[src/rtl/kbd_rx_fifo_pkg.sv]
// -----------------------------------------------------------------------------
// kbd_rx_fifo_pkg
// Shared constants for the keyboard receive FIFO: bus addresses, STATUS/CTRL
// bit positions, the default interrupt vector and a helper that packs the
// STATUS word.
// -----------------------------------------------------------------------------
package kbd_rx_fifo_pkg;

  // DATA word address of the keyboard block; STATUS/CTRL sits one word above.
  localparam logic [63:0] KEY_BASE     = 64'h0000_0000_1000_0000;
  localparam logic [63:0] KEY_STAT_OFF = 64'd8;

  // STATUS word bit positions.
  localparam int STAT_NONEMPTY_BIT = 0;
  localparam int STAT_FULL_BIT     = 1;
  localparam int STAT_OVF_BIT      = 2;
  localparam int STAT_IRQ_EN_BIT   = 3;
  localparam int STAT_COUNT_LSB    = 8;

  // CTRL word bit positions.
  localparam int CTRL_IRQ_EN_BIT  = 0;
  localparam int CTRL_OVF_CLR_BIT = 2;

  // Vector presented to the CPU while a keyboard interrupt is pending.
  localparam logic [3:0] KEY_IRQ_VEC = 4'd1;

  typedef struct packed {
    logic       nonempty;
    logic       full;
    logic       overflow;
    logic       irq_en;
    logic [7:0] count;
  } kbd_status_t;

  // Places the status fields at their bus positions; all other bits are zero.
  function automatic logic [63:0] pack_status(input kbd_status_t s);
    logic [63:0] w;
    w                                      = 64'd0;
    w[STAT_NONEMPTY_BIT]                   = s.nonempty;
    w[STAT_FULL_BIT]                       = s.full;
    w[STAT_OVF_BIT]                        = s.overflow;
    w[STAT_IRQ_EN_BIT]                     = s.irq_en;
    w[STAT_COUNT_LSB +: 8]                 = s.count;
    return w;
  endfunction

endpackage

[src/rtl/kbd_rx_fifo_if.sv]
// -----------------------------------------------------------------------------
// kbd_rx_fifo_if
// CPU-side bus and interrupt signals of the keyboard receive FIFO.
//   master : CPU / bus controller (drives address, strobes, write data, ack)
//   slave  : kbd_rx_fifo (drives read data, select, interrupt vector)
// -----------------------------------------------------------------------------
interface kbd_rx_fifo_if;

  logic [63:0] bus_address;
  logic        bus_read_enable;
  logic        bus_write_enable;
  logic [63:0] bus_write_data;
  logic [63:0] bus_read_data;
  logic        sel;
  logic [3:0]  interrupt_vector;
  logic        interrupt_ack;

  modport master (
    output bus_address,
    output bus_read_enable,
    output bus_write_enable,
    output bus_write_data,
    output interrupt_ack,
    input  bus_read_data,
    input  sel,
    input  interrupt_vector
  );

  modport slave (
    input  bus_address,
    input  bus_read_enable,
    input  bus_write_enable,
    input  bus_write_data,
    input  interrupt_ack,
    output bus_read_data,
    output sel,
    output interrupt_vector
  );

endinterface

[src/rtl/kbd_rx_fifo_sync_fifo.sv]
// -----------------------------------------------------------------------------
// sync_fifo
// Single-clock FIFO with combinational head read-out. Generic so it can also
// back a UART transmit buffer.
//   clk, reset_n : clock, synchronous active-low reset
//   push, din    : write request and data (ignored when full unless popping)
//   pop          : remove head entry (ignored when empty)
//   dout         : current head entry (combinational)
//   count        : number of stored entries, 0..DEPTH
//   full, empty  : occupancy flags
// DEPTH must be a power of two so the pointers wrap naturally.
// -----------------------------------------------------------------------------
module sync_fifo #(
  parameter int WIDTH = 8,
  parameter int DEPTH = 8
) (
  input  logic                     clk,
  input  logic                     reset_n,
  input  logic                     push,
  input  logic                     pop,
  input  logic [WIDTH-1:0]         din,
  output logic [WIDTH-1:0]         dout,
  output logic [$clog2(DEPTH):0]   count,
  output logic                     full,
  output logic                     empty
);

  localparam int AW = $clog2(DEPTH);
  localparam int CW = AW + 1;

  logic [WIDTH-1:0] mem_q [DEPTH];
  logic [WIDTH-1:0] mem_d [DEPTH];
  logic [AW-1:0]    wr_ptr_q, wr_ptr_d;
  logic [AW-1:0]    rd_ptr_q, rd_ptr_d;
  logic [CW-1:0]    count_q, count_d;
  logic             push_ok;
  logic             pop_ok;

  assign full    = (count_q == CW'(DEPTH));
  assign empty   = (count_q == {CW{1'b0}});
  assign count   = count_q;
  assign dout    = mem_q[rd_ptr_q];
  // A push into a full FIFO still fits when the head leaves in the same cycle.
  assign pop_ok  = pop & ~empty;
  assign push_ok = push & (~full | pop_ok);

  // Next-state for storage, pointers and occupancy.
  always_comb begin
    mem_d    = mem_q;
    wr_ptr_d = wr_ptr_q;
    rd_ptr_d = rd_ptr_q;
    count_d  = count_q;
    if (push_ok) begin
      mem_d[wr_ptr_q] = din;
      wr_ptr_d        = wr_ptr_q + AW'(1'b1);
    end else begin
      wr_ptr_d = wr_ptr_q;
    end
    if (pop_ok) begin
      rd_ptr_d = rd_ptr_q + AW'(1'b1);
    end else begin
      rd_ptr_d = rd_ptr_q;
    end
    case ({push_ok, pop_ok})
      2'b10:   count_d = count_q + CW'(1'b1);
      2'b01:   count_d = count_q - CW'(1'b1);
      default: count_d = count_q;
    endcase
  end

  // State registers with synchronous reset.
  always_ff @(posedge clk) begin
    if (!reset_n) begin
      for (int i = 0; i < DEPTH; i++) begin
        mem_q[i] <= {WIDTH{1'b0}};
      end
      wr_ptr_q <= {AW{1'b0}};
      rd_ptr_q <= {AW{1'b0}};
      count_q  <= {CW{1'b0}};
    end else begin
      mem_q    <= mem_d;
      wr_ptr_q <= wr_ptr_d;
      rd_ptr_q <= rd_ptr_d;
      count_q  <= count_d;
    end
  end

endmodule

[src/rtl/kbd_rx_fifo.sv]
// -----------------------------------------------------------------------------
// kbd_rx_fifo
// Buffers ASCII key events from the PS/2 decoder so the CPU cannot miss
// keystrokes, and presents them through a DATA word (BASE) and a STATUS/CTRL
// word (BASE+8). Raises a registered interrupt vector on each accepted key.
//   clk, reset_n     : system clock, synchronous active-low reset
//   key_pressed      : high while a key is held
//   ascii            : key code, valid while key_pressed is high
//   bus (slave)      : address, read/write strobes, write data, registered
//                      read data, combinational select, interrupt vector/ack
//   overflow         : sticky flag, a key event was dropped
// -----------------------------------------------------------------------------
module kbd_rx_fifo
  import kbd_rx_fifo_pkg::*;
#(
  parameter int          DEPTH   = 8,
  parameter logic [63:0] BASE    = KEY_BASE,
  parameter logic [3:0]  IRQ_VEC = KEY_IRQ_VEC
) (
  input  logic          clk,
  input  logic          reset_n,
  input  logic          key_pressed,
  input  logic [7:0]    ascii,
  kbd_rx_fifo_if.slave  bus,
  output logic          overflow
);

  localparam int          CW       = $clog2(DEPTH) + 1;
  localparam logic [63:0] STAT_ADR = BASE + KEY_STAT_OFF;

  // Edge-detect history and architectural state.
  logic        key_pressed_q, key_pressed_d;
  logic        rd_data_stb_q, rd_data_stb_d;
  logic        rd_stat_stb_q, rd_stat_stb_d;
  logic        wr_ctrl_stb_q, wr_ctrl_stb_d;
  logic        overflow_q, overflow_d;
  logic        irq_en_q, irq_en_d;
  logic        irq_pending_q, irq_pending_d;
  logic [3:0]  irq_vec_q, irq_vec_d;
  logic [63:0] bus_rdata_q, bus_rdata_d;

  // Decoded strobes and single-cycle events.
  logic        rd_data_stb;
  logic        rd_stat_stb;
  logic        wr_ctrl_stb;
  logic        rd_data_rise;
  logic        rd_stat_rise;
  logic        wr_ctrl_rise;
  logic        push_req;
  logic        push_acc;
  logic        pop;
  logic        drop;

  // FIFO view.
  logic [7:0]    fifo_head;
  logic [CW-1:0] fifo_count;
  logic          fifo_full;
  logic          fifo_empty;
  kbd_status_t   status;

  // Write-data bits with no CTRL meaning; gathered so they read as intentionally unused.
  logic unused_wdata;
  assign unused_wdata = ^{bus.bus_write_data[63:3], bus.bus_write_data[1]};

  assign bus.sel     = (bus.bus_address == BASE) | (bus.bus_address == STAT_ADR);
  assign rd_data_stb = bus.bus_read_enable  & (bus.bus_address == BASE);
  assign rd_stat_stb = bus.bus_read_enable  & (bus.bus_address == STAT_ADR);
  assign wr_ctrl_stb = bus.bus_write_enable & (bus.bus_address == STAT_ADR);

  // Strobes may be held for many cycles; act only on their first cycle.
  assign rd_data_rise = rd_data_stb & ~rd_data_stb_q;
  assign rd_stat_rise = rd_stat_stb & ~rd_stat_stb_q;
  assign wr_ctrl_rise = wr_ctrl_stb & ~wr_ctrl_stb_q;

  assign push_req = key_pressed & ~key_pressed_q & (ascii != 8'd0);
  assign pop      = rd_data_rise & ~fifo_empty;
  // A full FIFO still accepts the key if the head is popped in the same cycle.
  assign push_acc = push_req & (~fifo_full | pop);
  assign drop     = push_req & fifo_full & ~pop;

  sync_fifo #(
    .WIDTH (8),
    .DEPTH (DEPTH)
  ) u_fifo (
    .clk     (clk),
    .reset_n (reset_n),
    .push    (push_acc),
    .pop     (pop),
    .din     (ascii),
    .dout    (fifo_head),
    .count   (fifo_count),
    .full    (fifo_full),
    .empty   (fifo_empty)
  );

  // Snapshot of the STATUS fields as seen before this cycle's updates.
  always_comb begin
    status          = '0;
    status.nonempty = ~fifo_empty;
    status.full     = fifo_full;
    status.overflow = overflow_q;
    status.irq_en   = irq_en_q;
    status.count    = 8'(fifo_count);
  end

  // Next-state for edge history, control bits, interrupt and read data.
  always_comb begin
    key_pressed_d = key_pressed;
    rd_data_stb_d = rd_data_stb;
    rd_stat_stb_d = rd_stat_stb;
    wr_ctrl_stb_d = wr_ctrl_stb;

    irq_en_d = irq_en_q;
    if (wr_ctrl_rise) begin
      irq_en_d = bus.bus_write_data[CTRL_IRQ_EN_BIT];
    end else begin
      irq_en_d = irq_en_q;
    end

    // A drop in the same cycle as a clear leaves overflow set.
    overflow_d = overflow_q;
    if (wr_ctrl_rise && bus.bus_write_data[CTRL_OVF_CLR_BIT]) begin
      overflow_d = 1'b0;
    end else begin
      overflow_d = overflow_q;
    end
    if (drop) begin
      overflow_d = 1'b1;
    end else begin
      overflow_d = overflow_d;
    end

    // Disabling interrupts wins; a new key wins over a concurrent ack.
    irq_pending_d = irq_pending_q;
    if (!irq_en_d) begin
      irq_pending_d = 1'b0;
    end else if (push_acc) begin
      irq_pending_d = 1'b1;
    end else if (bus.interrupt_ack && irq_pending_q) begin
      irq_pending_d = 1'b0;
    end else begin
      irq_pending_d = irq_pending_q;
    end
    irq_vec_d = irq_pending_d ? IRQ_VEC : 4'd0;

    // Read data is held until the next accepted read.
    bus_rdata_d = bus_rdata_q;
    if (rd_data_rise) begin
      bus_rdata_d = fifo_empty ? 64'd0 : {56'd0, fifo_head};
    end else if (rd_stat_rise) begin
      bus_rdata_d = pack_status(status);
    end else begin
      bus_rdata_d = bus_rdata_q;
    end
  end

  // State registers with synchronous reset.
  always_ff @(posedge clk) begin
    if (!reset_n) begin
      key_pressed_q <= 1'b0;
      rd_data_stb_q <= 1'b0;
      rd_stat_stb_q <= 1'b0;
      wr_ctrl_stb_q <= 1'b0;
      overflow_q    <= 1'b0;
      irq_en_q      <= 1'b1;
      irq_pending_q <= 1'b0;
      irq_vec_q     <= 4'd0;
      bus_rdata_q   <= 64'd0;
    end else begin
      key_pressed_q <= key_pressed_d;
      rd_data_stb_q <= rd_data_stb_d;
      rd_stat_stb_q <= rd_stat_stb_d;
      wr_ctrl_stb_q <= wr_ctrl_stb_d;
      overflow_q    <= overflow_d;
      irq_en_q      <= irq_en_d;
      irq_pending_q <= irq_pending_d;
      irq_vec_q     <= irq_vec_d;
      bus_rdata_q   <= bus_rdata_d;
    end
  end

  assign bus.bus_read_data    = bus_rdata_q;
  assign bus.interrupt_vector = irq_vec_q;
  assign overflow             = overflow_q;

endmodule

[src/flat_wrapper.sv]
// flat-port wrapper written by rule: the top's interface ports become plain ports
module kbd_rx_fifo_flat import kbd_rx_fifo_pkg::*;
#(
  parameter int          DEPTH   = 8,
  parameter logic [63:0] BASE    = KEY_BASE,
  parameter logic [3:0]  IRQ_VEC = KEY_IRQ_VEC
)
  (clk, reset_n, key_pressed, ascii, overflow, bus_bus_address, bus_bus_read_enable, bus_bus_write_enable, bus_bus_write_data, bus_interrupt_ack, bus_bus_read_data, bus_sel, bus_interrupt_vector);
  kbd_rx_fifo_if bus_i ();
  input  logic clk;
  input  logic reset_n;
  input  logic key_pressed;
  input  logic [7:0] ascii;
  output logic overflow;
  input wire logic [$bits(bus_i.bus_address)-1:0] bus_bus_address;
  input wire logic [$bits(bus_i.bus_read_enable)-1:0] bus_bus_read_enable;
  input wire logic [$bits(bus_i.bus_write_enable)-1:0] bus_bus_write_enable;
  input wire logic [$bits(bus_i.bus_write_data)-1:0] bus_bus_write_data;
  input wire logic [$bits(bus_i.interrupt_ack)-1:0] bus_interrupt_ack;
  output wire logic [$bits(bus_i.bus_read_data)-1:0] bus_bus_read_data;
  output wire logic [$bits(bus_i.sel)-1:0] bus_sel;
  output wire logic [$bits(bus_i.interrupt_vector)-1:0] bus_interrupt_vector;
  assign bus_i.bus_address = bus_bus_address;
  assign bus_i.bus_read_enable = bus_bus_read_enable;
  assign bus_i.bus_write_enable = bus_bus_write_enable;
  assign bus_i.bus_write_data = bus_bus_write_data;
  assign bus_i.interrupt_ack = bus_interrupt_ack;
  assign bus_bus_read_data = bus_i.bus_read_data;
  assign bus_sel = bus_i.sel;
  assign bus_interrupt_vector = bus_i.interrupt_vector;
  kbd_rx_fifo #(.DEPTH(DEPTH), .BASE(BASE), .IRQ_VEC(IRQ_VEC)) u_core (.clk(clk), .reset_n(reset_n), .key_pressed(key_pressed), .ascii(ascii), .bus(bus_i), .overflow(overflow));
endmodule
[config.mk]
export PLATFORM = sky130hd
export DESIGN_NAME = kbd_rx_fifo_flat
export DESIGN_NICKNAME = d
export VERILOG_FILES = /design/src/rtl/kbd_rx_fifo_pkg.sv /design/src/rtl/kbd_rx_fifo_if.sv /design/src/rtl/kbd_rx_fifo_sync_fifo.sv /design/src/rtl/kbd_rx_fifo.sv /design/src/flat_wrapper.sv
export SDC_FILE = /design/constraint.sdc
export NUM_CORES = 1
export LEC_CHECK = 0
export CORE_UTILIZATION = 46
export CTS_CLUSTER_SIZE = 20
export DETAILED_ROUTE_END_ITERATION = 8
export GPL_TIMING_DRIVEN = 0
export PLACE_DENSITY_LB_ADDON = 0.2
export RECOVER_POWER = 100
export SETUP_SLACK_MARGIN = 0.02
export SLEW_MARGIN = 40
export SYNTH_ARGS = -nofsm -noshare
export SYNTH_HDL_FRONTEND = slang
export SYNTH_HIERARCHICAL = 1
export SYNTH_SLANG_ARGS = --single-unit
[constraint.sdc]
create_clock -name clk -period 12.1 [get_ports clk]
set_clock_uncertainty 0.15 [all_clocks]
set_input_delay 2.42 -clock clk [delete_from_list [all_inputs] [get_ports clk]]
set_output_delay 2.42 -clock clk [all_outputs]
set_load 0.02 [all_outputs]
# Word level (Yosys, flattened, before mapping)
# Index checks and enable logic that the tools add are counted.
# totals
reg_bits	149
input_bits	142
out_inout_bits	70
elab_cells	83
# classes
bitwise	26
eq_ne	5
order_cmp	3
n_addsub	4
reduce_logical	8
n_mux	17
# ops
operator	n
$eq 64x29->1 const B	2
$mux 64	2
$bwmux 64	1
$mux 8	4
$bmux 8 s3	1
$demux 8 s3	1
$and 1x1->1	14
$ge 4x4->1 const B	2
$not 3->4	2
$pmux 4 s2	1
$reduce_bool 8->1	1
$mux 1	7
$not 1->1	7
$add 3x1->3 const B	2
$reduce_bool 2->1	3
$add 4x1->4 const B	1
$eq 4x4->1 const B	1
$logic_not 4->1	1
$lt 4x1->1 const B	1
$sub 4x1->4 const B	1
$logic_and 1x1->1	3
$or 1x1->1	3
$eq 2x1->1 const B	1
$eq 2x2->1 const B	1

# Logic depth before layout (Yosys ltp)
# Gate-level depths: netlist (run 1).
# depth
depth_word	9
mapped_depth	13
depth_no_buf	13

# Modules after synthesis
# The synthesis (run 1) kept the hierarchy.
# by_module_without_submodules
mod	area_per_inst_um2	seq_area_each_um2	cells_each	n_inst
sync_fifo	3445.8	1481.4	314	1
kbd_rx_fifo	1433.9	380.4	180	1

# Worst setup path after synthesis (run 1)
# No wires, ideal clock.
# synth_path
kind	input to output
start	in bus_bus_address[43]
end	out bus_sel
setup_slack_ns	5.877
path_buffers	1
t_required_ns	9.530
cell_stages	5
t_arrival_ns	3.653
path_cell_list	nor4_2 -> nand4_1 -> or4_4 -> clkinv_1 -> buf_4
# synth_via
elab_chain_len	2
word_cells_on_any_way	3
classes_between	2 x eq/ne; 1 x bitwise
# synth_rtl
element	line_no	source
from (decl)	flat_wrapper.sv:15	input wire logic [$bits(bus_i.bus_address)-1:0] bus_bus_address;
$eq 64x29->1	kbd_rx_fifo.sv:65	assign bus.sel = (bus.bus_address == BASE) | (bus.bus_address == STAT_ADR);
$or 1x1->1 *	kbd_rx_fifo.sv:65	
to (decl)	flat_wrapper.sv:21	output wire logic [$bits(bus_i.sel)-1:0] bus_sel;
# Every way passes the cells marked *; elsewhere a longest branch is shown, timed or not.

# Final worst setup path (run 1)
# layout_path
start	in bus_bus_address[33]
end	out bus_sel
# The elaborated chain is that of the path after synthesis.

==> results of run 1 <==
[power breakdown]
part / internal (mW) / switching (mW) / leakage [nW]
Combinational: 0.0500 / 0.0468 / 2.11
Clock: 0.0801 / 0.121 / 0.0993
Sequential: 0.311 / 0.00482 / 0.752
Total: 0.441 / 0.173 / 2.96
[how the worst max path moves through the flow]
| stage | startpoint | end | slack (ns) | cells after the start |
|---|---|---|---|---|
| global route | bus_bus_address[33] | bus_sel | 3.97 | 7 |
| floorplan | bus_bus_address[43] | bus_sel | 5.88 | 5 |
| detailed placement | bus_bus_address[5] | bus_sel | 4.65 | 7 |
| global placement | bus_bus_address[5] | bus_sel | 4.64 | 7 |
| CTS | bus_bus_address[5] | bus_sel | 4.64 | 7 |
| finish | bus_bus_address[33] | bus_sel | 4.17 | 7 |
[per-stage QoR]
step	util	hold slack, ns	cells	worst slack [ns]	cell area [µm²]
after CTS	0.6175	0.3149	793	4.644	6375
after detailed placement	0.5990	0.3018	777	4.650	6183
after global placement	0.5990	0.2920	777	4.643	6183
after floorplan	-	0.2853	548	5.877	5082
final	0.6091	0.3173	793	4.174	6289
after global routing	0.6091	0.3336	793	3.973	6289
[synth_stat cells, types with 3 or more instances]
| library cell | number |
|---|---|
| a21boi_0 | 8 |
| a21oi_1 | 3 |
| and2_1 | 9 |
| buf_2 | 4 |
| buf_4 | 60 |
| clkbuf_1 | 14 |
| dfxtp_1 | 93 |
| ha_1 | 5 |
| inv_1 | 7 |
| mux2_2 | 8 |
| mux2i_1 | 67 |
| mux4_2 | 16 |
| nand2_1 | 87 |
| nand3_1 | 12 |
| nand4_1 | 5 |
| nor2_1 | 11 |
| nor2b_1 | 4 |
| nor4_1 | 13 |
| nor4_2 | 4 |
| o211a_1 | 3 |
| o21ai_0 | 14 |
| o22ai_1 | 4 |
| xnor2_1 | 4 |
[layer usage]
metal,GRT usage,up-vias
li1,-,1940
met1,0.2899,1864
met2,0.4002,111
met3,0.03805,15
met4,0.06338,0
met5,0,-
[tightest hold or removal path, cell delays in order, from the launching register on]
cell,delay [ns]
dfxtp_1,0.32
nand2_1,0.05
mux2i_1,0.05
[logic make-up after synthesis]
| logic type | count (synthesis) | synth area share |
|---|---|---|
| compound gates | 40 | 0.05513 |
| mux | 91 | 0.2297 |
| other cells | 1 | 0.0007685 |
| fa+ha+maj | 6 | 0.01692 |
| simple gates | 168 | 0.1856 |
| xor+xnor | 6 | 0.01077 |
| flops | 93 | 0.3815 |
| buf+inv | 89 | 0.1195 |
[placed cells by master (no fill, tap or decap), types with 7 or more instances in the layout]
cell | Yosys | layout
clkdlybuf4s50_1 | 0 | 77
dlygate4sd3_1 | 0 | 16
nand4_1 | 5 | 7
nor4_1 | 13 | 13
conb_1 | 1 | 55
buf_4 | 60 | 56
mux4_2 | 16 | 16
o21ai_0 | 14 | 15
a21boi_0 | 8 | 9
dfxtp_1 | 93 | 93
inv_1 | 7 | 7
nand2_1 | 87 | 88
mux2_2 | 8 | 8
mux2i_1 | 67 | 67
nand3_1 | 12 | 13
and2_0 | 0 | 7
clkbuf_8 | 0 | 9
clkbuf_1 | 14 | 20
nor2_1 | 11 | 11
[cell type report]
type | instances | area share
Sequential cell | 93 | 0.2961
Tap cell | 136 | 0.02706
Inverter | 8 | 0.004775
Clock buffer | 9 | 0.01970
Timing Repair Buffer | 93 | 0.1480
Buffer | 81 | 0.08357
Clock inverter | 7 | 0.01074
Multi-Input combinational cell | 366 | 0.4101
[state kept, by name (all words and copies together), names as in the netlist]
signal,flops
u_core/bus.bus_read_data,12
u_core/key_pressed_q,1
u_core/irq_pending_q,1
u_core/overflow,1
u_core/u_fifo/mem_q,64
u_core/u_fifo/count,4
u_core/rd_stat_stb_q,1
u_core/u_fifo/wr_ptr_q,3
u_core/irq_en_q,1
u_core/rd_data_stb_q,1
u_core/u_fifo/rd_ptr_q,3
u_core/wr_ctrl_stb_q,1
==> flow_metrics.py, run 1 <==
metrics = {
    "min_path": {
        "hp-class": "register to register",
        "whs_endpoint": "u_core/u_fifo/mem_q[53]",
        "timing.hold.worst.start": "u_core/u_fifo/mem_q[53]",
        "hold_depth": 2,
    },
    "logic_synthesis": {
        "synth_top_area_share": 0.3815,
        "ys_seq_area_frac": 0.3815,
        "synthesis.area_um2": 4880,
        "synth_edf_count": 0,
        "ys_warn_count": 6,
        "synth_area_leaders": "dfxtp_1 (38%), mux2i_1 (14%), buf_4 (9.2%), mux4_2 (7.4%), nand2_1 (6.7%)",
        "synth_cells": 494,
        "synth_top_area_cell": "dfxtp_1",
        "ys_types": 57,
        "synthFlopType": "dfxtp_1",
        "syn_area_per_cell_um2": 9.878,
        "yosys_register_bits": 93,
        "synthArstFlopShare": 0,
    },
    "routing": {
        "vias": 3930,
        "met3_length_um": 474,
        "first_iter_violations": 210,
        "vias_per_cell": 4.956,
        "drtPass1Iterations": 4,
        "drt-met1-wl_mm": 5.260,
        "dr_wl_met2_mm": 6.071,
        "routed_wl_mm": 11.97,
        "drc_errors": 0,
        "wire_per_inst_um": 15.09,
        "drtAntennaViolNets": 0,
        "top_layer": "met4",
    },
    "floorplan": {
        "fp.dieW_um": 105.0,
        "dieArea_um2": 11020,
        "start_util": 0.4727,
        "die_height_um": 105.0,
        "core-area_um2": 10320,
        "rows": 37,
        "io_pins": 212,
    },
    "run_status": {
        "status": "finished, final reports clean",
    },
    "timing": {
        "setup_violations": 0,
        "tns_ns": 0,
        "slew_headroom": 0.4713,
        "max_freq_mhz": 126.2,
        "hold_violations": 0,
        "slew_violations": 0,
        "layout_min_cycle_time_ns": 7.926,
        "tightest_slew_ns": 0.7908,
        "rsz0062_at_grt": "false",
        "period_share": 0.6551,
    },
    "final_layout": {
        "area_growth_pct": 28.87,
        "drive_gt1_frac": 0.1674,
        "seqCellArea_um2": 1862,
        "design.final.nets": 800,
        "n_antenna_cell": 0,
        "nFillCells": 910,
        "multi_input_area_um2": 2579,
    },
    "clock_tree": {
        "cts_tree": "done",
        "ctsHoldBuffers": 0,
        "clk_latency_ns": 0.37,
        "cts_sinks": 93,
        "cts_made_buffers": 9,
        "clockBufferDepth": 2,
        "postCtsSetupBuffers": 0,
        "cts-root-buf": "clkbuf_8",
        "htree_num_levels": 3,
        "cts_resized": 0,
        "clk_pin_slew_ns": 0.10,
    },
    "grt": {
        "antenna_found_initial": 0,
        "gr-total-overflow": 0,
        "track_usage": 0.2287,
        "grt_pass1_wl_mm": 19.91,
        "grt_max_degree": 19,
        "first_global_vias": 3973,
    },
    "worst_setup_path": {
        "r2r_cells": 12,
        "cp_num_buf_inv": 4,
        "crit_arrival_ns": 5.36,
        "cpLargestDelayFamily": "buffers and inverters",
        "cpPeakStageDelay_ns": 0.74,
        "start_kind": "input pin",
        "rrSetupSlack_ns": 8.38,
        "crit_chain": "dlygate4sd3_1 > nor4_1 > nand4_1 > or4_1 > clkinv_1 > clkbuf_1 > dlygate4sd3_1",
        "path_common_cell": "dlygate4sd3_1",
        "crit_fanout": 10,
        "cpMaxStageDelayCell": "dlygate4sd3_1",
        "r2r-start": "u_core/rd_data_stb_q",
        "critPathKind": "input pin to primary output",
        "worst-endpoint-required_ns": 9.53,
        "end_kind": "primary output",
        "r2r_end": "u_core/u_fifo/count[3]",
    },
    "power": {
        "power_mw": 0.6140,
        "ir_drop_v": 0.00006754,
        "power_density_nw_per_um2": 97.64,
        "p_leak_nw": 2.957,
    },
    "place": {
        "routabilityCongestion": 0.8045,
        "portBuffers": 93,
        "dp_hpwl_mm": 9.202,
    },
    "run": {
        "maxCapViolCount": 0,
    },
}
Power figures use the tool's default switching activity.
==> inputs of run 2 (changes only) <==
- CORE_UTILIZATION: 46 -> 39
- clock period: 12.1 -> 6.64 ns (I/O delays scaled with it)
==> flow_metrics.py, run 2 (same netlist as run 1, synthesis figures left out) <==
metrics = {
    "min_path": {
        "hp-class": "register to register",
    },
    "floorplan": {
        "die_height_um": 113.9,
        "rows": 40,
        "io_pins": 212,
        "core-area_um2": 12110,
        "start_util": 0.4029,
        "dieArea_um2": 12960,
        "fp.dieW_um": 113.9,
    },
    "timing": {
        "slew_headroom": 0.4544,
        "max_freq_mhz": 173.8,
        "setup_violations": 0,
        "slew_violations": 0,
        "layout_min_cycle_time_ns": 5.754,
        "period_share": 0.8665,
        "hold_violations": 0,
        "setup_slack_ns": 0.8861,
        "tightest_slew_ns": 0.8160,
        "tns_ns": 0,
        "rsz0062_at_grt": "false",
    },
    "grt": {
        "grt_max_degree": 16,
        "use_met3": 0.04251,
        "antenna_found_initial": 0,
        "use_met1": 0.2435,
        "gr-total-overflow": 0,
        "first_global_vias": 3703,
        "grt_pass1_wl_mm": 18.99,
        "top_usage_layer": "met2",
        "grt_util_met2": 0.3280,
        "track_usage": 0.1930,
    },
    "final_layout": {
        "most-common-layout-cells": "dfxtp_1 (93), nand2_1 (88), clkdlybuf4s50_1 (77)",
        "layout.cells.non_filler": 825,
        "area_growth_pct": 31.64,
        "top_register": "u_core/u_fifo/mem_q",
        "post-route-cell-area_um2": 6424,
        "n_antenna_cell": 0,
        "design.final.nets": 800,
        "nFillCells": 1150,
        "largest_reg_flops": 64,
        "drive_gt1_frac": 0.1659,
        "final_common_cell": "dfxtp_1",
    },
    "worst_setup_path": {
        "end_kind": "primary output",
        "critPathKind": "input pin to primary output",
        "start_kind": "input pin",
        "crit_fanout": 10,
        "worst-endpoint-required_ns": 5.16,
        "crit_arrival_ns": 4.28,
    },
    "power": {
        "p_leak_nw": 2.996,
        "power_density_nw_per_um2": 194.4,
        "ir_drop_v": 0.0001328,
        "power_mw": 1.249,
    },
    "clock_tree": {
        "cts_resized": 0,
        "clk_latency_ns": 0.35,
        "clockBufferDepth": 2,
        "clk_pin_slew_ns": 0.06,
        "cts-root-buf": "clkbuf_16",
        "postCtsSetupBuffers": 0,
        "ctsHoldBuffers": 0,
        "cts_sinks": 93,
        "cts_tree": "done",
        "htree_num_levels": 3,
        "cts_made_buffers": 9,
    },
    "routing": {
        "vias_per_cell": 4.745,
        "routed_wl_mm": 12.16,
        "drc_errors": 0,
        "vias": 3915,
        "first_iter_violations": 149,
        "drtPass1Iterations": 4,
        "wire_per_inst_um": 14.74,
        "drtAntennaViolNets": 0,
    },
    "run": {
        "maxCapViolCount": 0,
    },
    "place": {
        "dp_cells": 809,
        "place_ws_ns": 1.126,
        "portBuffers": 93,
        "routabilityCongestion": 0.8090,
        "dp_hpwl_mm": 9.105,
        "dpl_cell_area_um2": 6223,
    },
    "run_status": {
        "status": "finished, final reports clean",
    },
}
run 2: changes by cell type in the layout (fill, tap and decap cells not counted):
cell,previous run,this run
clkbuf_16,0,9
clkbuf_8,9,2
and2_0,7,8
and2_1,2,1
clkbuf_1,20,21
clkinv_4,1,0
clkinv_8,1,0
clkinvlp_4,0,1
inv_6,3,2
inv_8,1,0
run 2: report_power, final:
group	internal, mW	leakage (nW)	total [mW]	switching, mW
Clock	0.277	0.140	0.496	0.220
Sequential	0.568	0.752	0.576	0.00866
Combinational	0.0909	2.11	0.176	0.0855
run 2: area by class of cell:
cell class / instances / area, µm² / area share
plain buffers: 81 / 525.5 / 0.08181
repair buffers: 93 / 930.9 / 0.1449
well taps: 168 / 210.2 / 0.03272
inverters: 8 / 30.03 / 0.004675
clock inverters: 4 / 30.03 / 0.004675
clock buffers: 12 / 256.5 / 0.03993
flip-flops and latches: 93 / 1862 / 0.2898
multi-input cells: 366 / 2579 / 0.4014
run 2: metal layers:
| metal | part of all wire | routed length (µm) |
|---|---|---|
| met4 | 0.011 | 136 |
| met2 | 0.48 | 5787 |
| met3 | 0.064 | 777 |
| met5 | 0 | 0 |
| met1 | 0.45 | 5458 |
run 2: critical path, stage by stage:
cell,delay (ns)
dlygate4sd3_1,0.54
nor4_1,0.32
nand4_1,0.13
or4_1,0.62
clkinv_1,0.22
clkbuf_1,0.38
dlygate4sd3_1,0.74
run 2: per-stage QoR:
step | hold slack (ns) | util
floorplan | 0.2853 | -
global placement | 0.2911 | 0.5138
detailed placement | 0.3022 | 0.5138
CTS | 0.3123 | 0.5375
global route | 0.3324 | 0.5304
finish | 0.3113 | 0.5304
run 2: final timing paths:
path,start,end,slack [ns],cells after the start
hold reg to reg,u_core/u_fifo/mem_q[63],u_core/u_fifo/mem_q[63],0.31,2
setup reg to reg,u_core/rd_data_stb_q,u_core/u_fifo/count[3],2.91,12
setup / recovery,bus_bus_address[5],bus_sel,0.89,7
hold / removal,u_core/u_fifo/mem_q[63],u_core/u_fifo/mem_q[63],0.31,2
==> RTL change 1 (config.mk and constraints of run 2) <==
`DEPTH` is set to 8 in 3 places; all go to 16.
--- a/src/rtl/kbd_rx_fifo_sync_fifo.sv
+++ b/src/rtl/kbd_rx_fifo_sync_fifo.sv
@@ -12,7 +12,7 @@
 // -----------------------------------------------------------------------------
 module sync_fifo #(
   parameter int WIDTH = 8,
-  parameter int DEPTH = 8
+  parameter int DEPTH = 16
 ) (
   input  logic                     clk,
   input  logic                     reset_n,
--- a/src/rtl/kbd_rx_fifo.sv
+++ b/src/rtl/kbd_rx_fifo.sv
@@ -13,7 +13,7 @@
 module kbd_rx_fifo
   import kbd_rx_fifo_pkg::*;
 #(
-  parameter int          DEPTH   = 8,
+  parameter int          DEPTH   = 16,
   parameter logic [63:0] BASE    = KEY_BASE,
   parameter logic [3:0]  IRQ_VEC = KEY_IRQ_VEC
 ) (
--- a/src/flat_wrapper.sv
+++ b/src/flat_wrapper.sv
@@ -1,7 +1,7 @@
 // flat-port wrapper written by rule: the top's interface ports become plain ports
 module kbd_rx_fifo_flat import kbd_rx_fifo_pkg::*;
 #(
-  parameter int          DEPTH   = 8,
+  parameter int          DEPTH   = 16,
   parameter logic [63:0] BASE    = KEY_BASE,
   parameter logic [3:0]  IRQ_VEC = KEY_IRQ_VEC
 )
Function: same outputs for any inputs over 4 cycles, from zero or initial values and one cycle with reset_n low; that may be too few to reach the edited logic, so the function may still have changed.
==> RTL change 1 against run 2 <==
  * The run now ends with capacitance limit, slew limit left
  * Routed wire length increased by 82%
  * First-iteration DRC count increased to 2.9 times the old value
  * Total power up 70%
  * Worst hold slack lost 10 ps
  * Sequential cell count grew 68
  * Die area increased by 59%
  * Via count increased by 63%
  * Synthesized area grew 60%
  * Utilization down 3.4 points
  * Worst setup slack improved by 140 ps
  * Cell area is 51% higher
  * Critical endpoint unchanged
  * Largest cell class unchanged
  * Highest routed layer unchanged
==> RTL change 1: results (changes against run 2) <==
Port Buffer Count: 94 (+1.1%)
Hold Crit Start: u_core/u_fifo/mem_q[15]$_SDFFE_PN0P_
Worst Setup SP: bus_bus_address[46]
Status: finished with violations
Adder-Cell Fraction of Synth Area: 1.695% (+0.0029 points)
Dpl hpwl: 16.32 mm (+79%)
Sequential-to-total area share from yosys stat: 41.20% (+3.0 points)
Violated checks: capacitance limit, slew limit
Synth top cells by count: dfxtp_1 (161), nand2_1 (154), mux2i_1 (108), buf_4 (56), clkbuf_1 (35)
Area after DPL: 0.009351 mm² (+50%)
Post-synth cell types: 54 (-5.3%)
Max FFs per register: 128 (+100%)
DR iter-0 viols: 430 (+190%)
Main area contributors after synthesis: dfxtp_1 (41%), mux2i_1 (14%), mux4_2 (9.2%)
WL/cell: 17.83 µm (+21%)
Vias post-DR: 6383 (+63%)
Routability congestion estimate: 0.8527 (+5.4%)
Max FO, Critical Path: 7 (-3)
First-pass GRT wire length: 32.75 mm (+72%)
Max_slew headroom: -24.73% (-70 points)
Max-cap violations: 9 (+9)
H-tree Lvls: 4 (+1)
Maximum vdd ir drop: 153.8 µV (+16%)
Pins Over Slew Limit: 81 (+81)
# fillers: 1863 (+62%)
Pleak: 3.568 nW (+19%)
Post-Synth XOR/XNOR Area: 0.6717% (-0.41 points)
RR Startpoint: u_core/u_fifo/count[0]$_SDFFE_PN0P_
Overall routing resource usage: 21.71% (+2.4 points)
Place WS: 1033 ps (-92.52 ps)
Cts bufs inserted: 17 (+8)
Vias in the first global route: 5966 (+61%)
Clock latency on the worst-skew pair: 430 ps (+80 ps)
Final nets: 1118 (+40%)
Post-synthesis compound-gate area fraction: 7.229% (+1.7 points)
RTL change 1: cell count changes after synthesis, moves of 6 or more:
cell | before | now
inv_1 | 7 | 13
mux4_2 | 16 | 32
o21ai_0 | 14 | 29
dfxtp_1 | 93 | 161
nor3_1 | 2 | 10
mux2i_1 | 67 | 108
a22oi_1 | 1 | 16
mux2_2 | 8 | 0
a21boi_0 | 8 | 0
nor3_2 | 0 | 9
nand2_1 | 87 | 154
nand3_1 | 12 | 32
clkbuf_1 | 14 | 35
buf_1 | 1 | 7
RTL change 1: cells by family after synthesis:
family                     Yosys count
buffers and inverters              116
adders and majority gates           10
xor gates and xnor gates             6
AOI/OAI and AO/OA                   84
muxes                              140
other                                1
DFF                                161
and+or+nand+nor                    282
RTL change 1: per-stage QoR:
step | utilization, % | hold slack (ps) | total power [W] | cells
final | 49.66 | 301.0 | 0.002123 | 1243
after global routing | 49.66 | 316.2 | 0.002195 | 1243
after CTS | 50.55 | 305.5 | 0.002140 | 1243
after detailed placement | 47.74 | 293.7 | 0.001214 | 1212
after global placement | 47.45 | 288.8 | 0.001212 | 1212
after floorplan | - | 281.5 | 0.001125 | 853
RTL change 1: worst paths after layout:
kind                                                              to  slack [ps]  cells after the start
worst min-delay path            u_core/u_fifo/mem_q[15]$_SDFFE_PN0P_         300                      2
worst min register to register  u_core/u_fifo/mem_q[15]$_SDFFE_PN0P_         300                      2
worst max-delay path                                         bus_sel        1020                      7
worst max register to register   u_core/u_fifo/count[4]$_SDFFE_PN0P_        2110                     15
RTL change 1: where the power goes:
group	internal, W	leakage, nW	switching, W
registers	0.000976	1.30	0.00000719
logic	0.0000911	2.00	0.000117
clock network	0.000552	0.270	0.000380
RTL change 1: worst max-delay path: stages:
cell and delay (ps):
dlygate4sd3_1 580, nor4_1 300, nand4_1 210, nor3_1 660
nand2_1 290, inv_1 100, dlygate4sd3_1 670
RTL change 1: routing by layer:
layer | GRT usage [%] | vias to the layer above | part of all wire [%]
met2 | 36.69 | 257 | 48
met5 | 0 | - | 0
met3 | 3.799 | 37 | 6.8
met4 | 10.36 | 0 | 3.0
met1 | 26.77 | 3029 | 42
li1 | - | 3060 | -
RTL change 1: cell type report:
cell class,instances,share of cell area [%]
multi-input combinational,576,41.40
buffer,103,6.224
clock buffer,26,5.131
clock inverter,5,0.5401
sequential,161,33.13
tap,265,3.408
timing repair buffer,94,9.671
inverter,13,0.5015
==> RTL change 2 (settings of run 2) <==
Without the edit above. Reset style: asynchronous (`reset_n`), changed in 2 clocked blocks. Comments in the files are not updated.
--- a/src/rtl/kbd_rx_fifo_sync_fifo.sv
+++ b/src/rtl/kbd_rx_fifo_sync_fifo.sv
@@ -69,7 +69,7 @@
   end
 
   // State registers with synchronous reset.
-  always_ff @(posedge clk) begin
+  always_ff @(posedge clk or negedge reset_n) begin
     if (!reset_n) begin
       for (int i = 0; i < DEPTH; i++) begin
         mem_q[i] <= {WIDTH{1'b0}};
--- a/src/rtl/kbd_rx_fifo.sv
+++ b/src/rtl/kbd_rx_fifo.sv
@@ -155,7 +155,7 @@
   end
 
   // State registers with synchronous reset.
-  always_ff @(posedge clk) begin
+  always_ff @(posedge clk or negedge reset_n) begin
     if (!reset_n) begin
       key_pressed_q <= 1'b0;
       rd_data_stb_q <= 1'b0;
Function: differs if reset_n is asserted again (counterexample within 4 cycles, from zero or initial values and one cycle with reset_n low); with reset_n held inactive, the same outputs for 10 cycles.
==> RTL change 2 against run 2 <==
  * The flow now finishes with violations (capacitance limit, slew limit)
  * Utilization down 0.60 points
  * Cell area increased by 4.3%
  * Largest cell class unchanged
  * Final cell count shrank 11%
  * Critical endpoint is now u_core/u_fifo/count[3]$_DFFE_PN0P_
  * Routed wire length fell by 0.94%
  * Sequential cell count unchanged
  * Synthesized area grew 6.0%
  * Highest routed layer unchanged
  * Worst setup slack improved by 220 ps
  * Critical path type is now in2reg
Power is not compared: it rests on default switching activity, and its combinational part moved more than twofold at a synthesized area within 25%.
==> RTL change 2: results (changes against run 2) <==
Primary FF master, synth: dfrtp_1
Pleak: 3.073 nW
Pins Over Slew Limit: 97 (+97)
Final min period: 5539 ps (-215.3 ps)
Final nets: 706 (-12%)
H-tree Lvls: 3 (unchanged)
Post-synth cell types: 54 (-5.3%)
Clk Tree Root Cell: clkbuf_16
Initial antenna violation count: 0 (unchanged)
Vias in the first global route: 3683 (-0.54%)
WL/cell: 16.39 µm (+11%)
Clock buffer depth: 2 (unchanged)
Setup crit end kind: register
Fin cells: 735 (-11%)
Status: finished with violations
DR iter-0 viols: 99 (-34%)
Overall routing resource usage: 18.48% (-0.82 points)
Crit path arrival time: 5600 ps (+1320 ps)
CTS clock-pin slew for the worst setup and hold paths: 70 ps
Fraction of layout cells with a size suffix above 1: 30.20% (+14 points)
Hold Path Cell Cnt: 1 (-1)
Avg Cell Area, Syn: 13.00 µm² (+32%)
Reg2reg end: u_core/u_fifo/count[3]$_DFFE_PN0P_
Hold EP: u_core/bus.bus_read_data[0]$_DFFE_PN0P_
Maximum vdd ir drop: 176.7 µV
Clock latency on the worst-skew pair: 340 ps
Max_slew headroom: -69.56% (-110 points)
Minimum hold slack: 329.0 ps (+17.64 ps)
Place WS: 813.1 ps (-312.6 ps)
Hold Crit Start: u_core/bus.bus_read_data[0]$_DFFE_PN0P_
Main area contributors after synthesis: dfrtp_1 (45%), mux2_2 (16%), buf_4 (8.1%)
Sequential-to-total area share from yosys stat: 45.02% (+6.9 points)
Pin count of the biggest net entering global routing: 49 (+33)
First-pass GRT wire length: 18.59 mm (-2.1%)
Biggest register: u_core/u_fifo/mem_q
Max FFs per register: 64 (unchanged)
Area after DPL: 0.006566 mm² (+5.5%)
Worst R2R Setup Slack: 2610 ps (-300 ps)
Vias/cell: 4.818 (+1.5%)
Hold Crit Class: reg2reg
# fillers: 1131 (-1.7%)
R2r worst-path depth: 11 (-1)
Port Buffer Count: 94 (+1.1%)
Worst Setup SP: bus_bus_address[20]
Max-cap violations: 3 (+3)
# placed instances: 719 (-11%)
RR Startpoint: u_core/u_fifo/count[2]$_DFFE_PN0P_
Max FO, Critical Path: 9 (-1)
Post-synth ARST share: 100.0% (+100 points)
Routability congestion estimate: 0.7280 (-10%)
Violated checks: capacitance limit, slew limit
PostCTS Resize Cnt: 0 (unchanged)
Synth top cells by count: dfrtp_1 (92), mux2_2 (73), buf_4 (56), nor4_1 (24), mux4_2 (16)
Dpl hpwl: 9.007 mm (-1.1%)
-- RTL change 2: cell count changes after synthesis, sizes merged, moves of 7 or more --
| cell | delta |
|---|---|
| dfrtp | +92 |
| clkbuf | -10 |
| mux2 | +66 |
| nand3 | -9 |
| o21ai | -11 |
| dfxtp | -93 |
| nand2 | -74 |
| mux2i | -56 |
| and2 | -9 |
| a21boi | -9 |
| nor4 | +7 |
-- RTL change 2: final cells by class --
class	instances	area [µm²]	area share, %
multi-input cells	280	2367	35.34
well taps	172	215.2	3.213
clock inverters	6	93.84	1.401
repair buffers	95	938.4	14.01
clock buffers	10	229.0	3.419
inverters	10	37.54	0.5604
plain buffers	69	488.0	7.286
flip-flops and latches	93	2328	34.77
-- RTL change 2: report_power, final --
part | internal (W) | total, W | switching [W]
combinational | 0.000366 | 0.000598 | 0.000232
sequential | 0.000782 | 0.000907 | 0.000125
clock | 0.000334 | 0.000556 | 0.000222
total | 0.00148 | 0.00206 | 0.000579
-- RTL change 2: cell families (layout without fill, tap and decap cells) --
logic type,count (synthesis),after routing,synth area share [%]
other,1,55,0.07250
xor gates and xnor gates,6,6,1.016
buffers and inverters,79,190,10.21
AOI/OAI and AO/OA,29,29,6.773
muxes,101,101,25.21
adders and majority gates,6,6,1.597
DFF,93,93,45.02
and+or+nand+nor,83,83,10.11
-- RTL change 2: critical path, cell delays in order --
cell	delay (ps)
dlygate4sd3_1	570
nor4_1	290
nand4_1	130
nor3_1	380
and4b_1	260
clkbuf_1	270
o21ba_1	200
clkbuf_1	250
o21ai_0	270
ha_1	370
ha_1	370
or4b_2	670
o311ai_0	130
o211ai_1	120
-- RTL change 2: layer usage --
metal	part of all wire (%)	track usage, %
met4	1.3	6.582
met5	0	0
met2	53	34.90
met1	39	21.07
met3	6.4	2.781
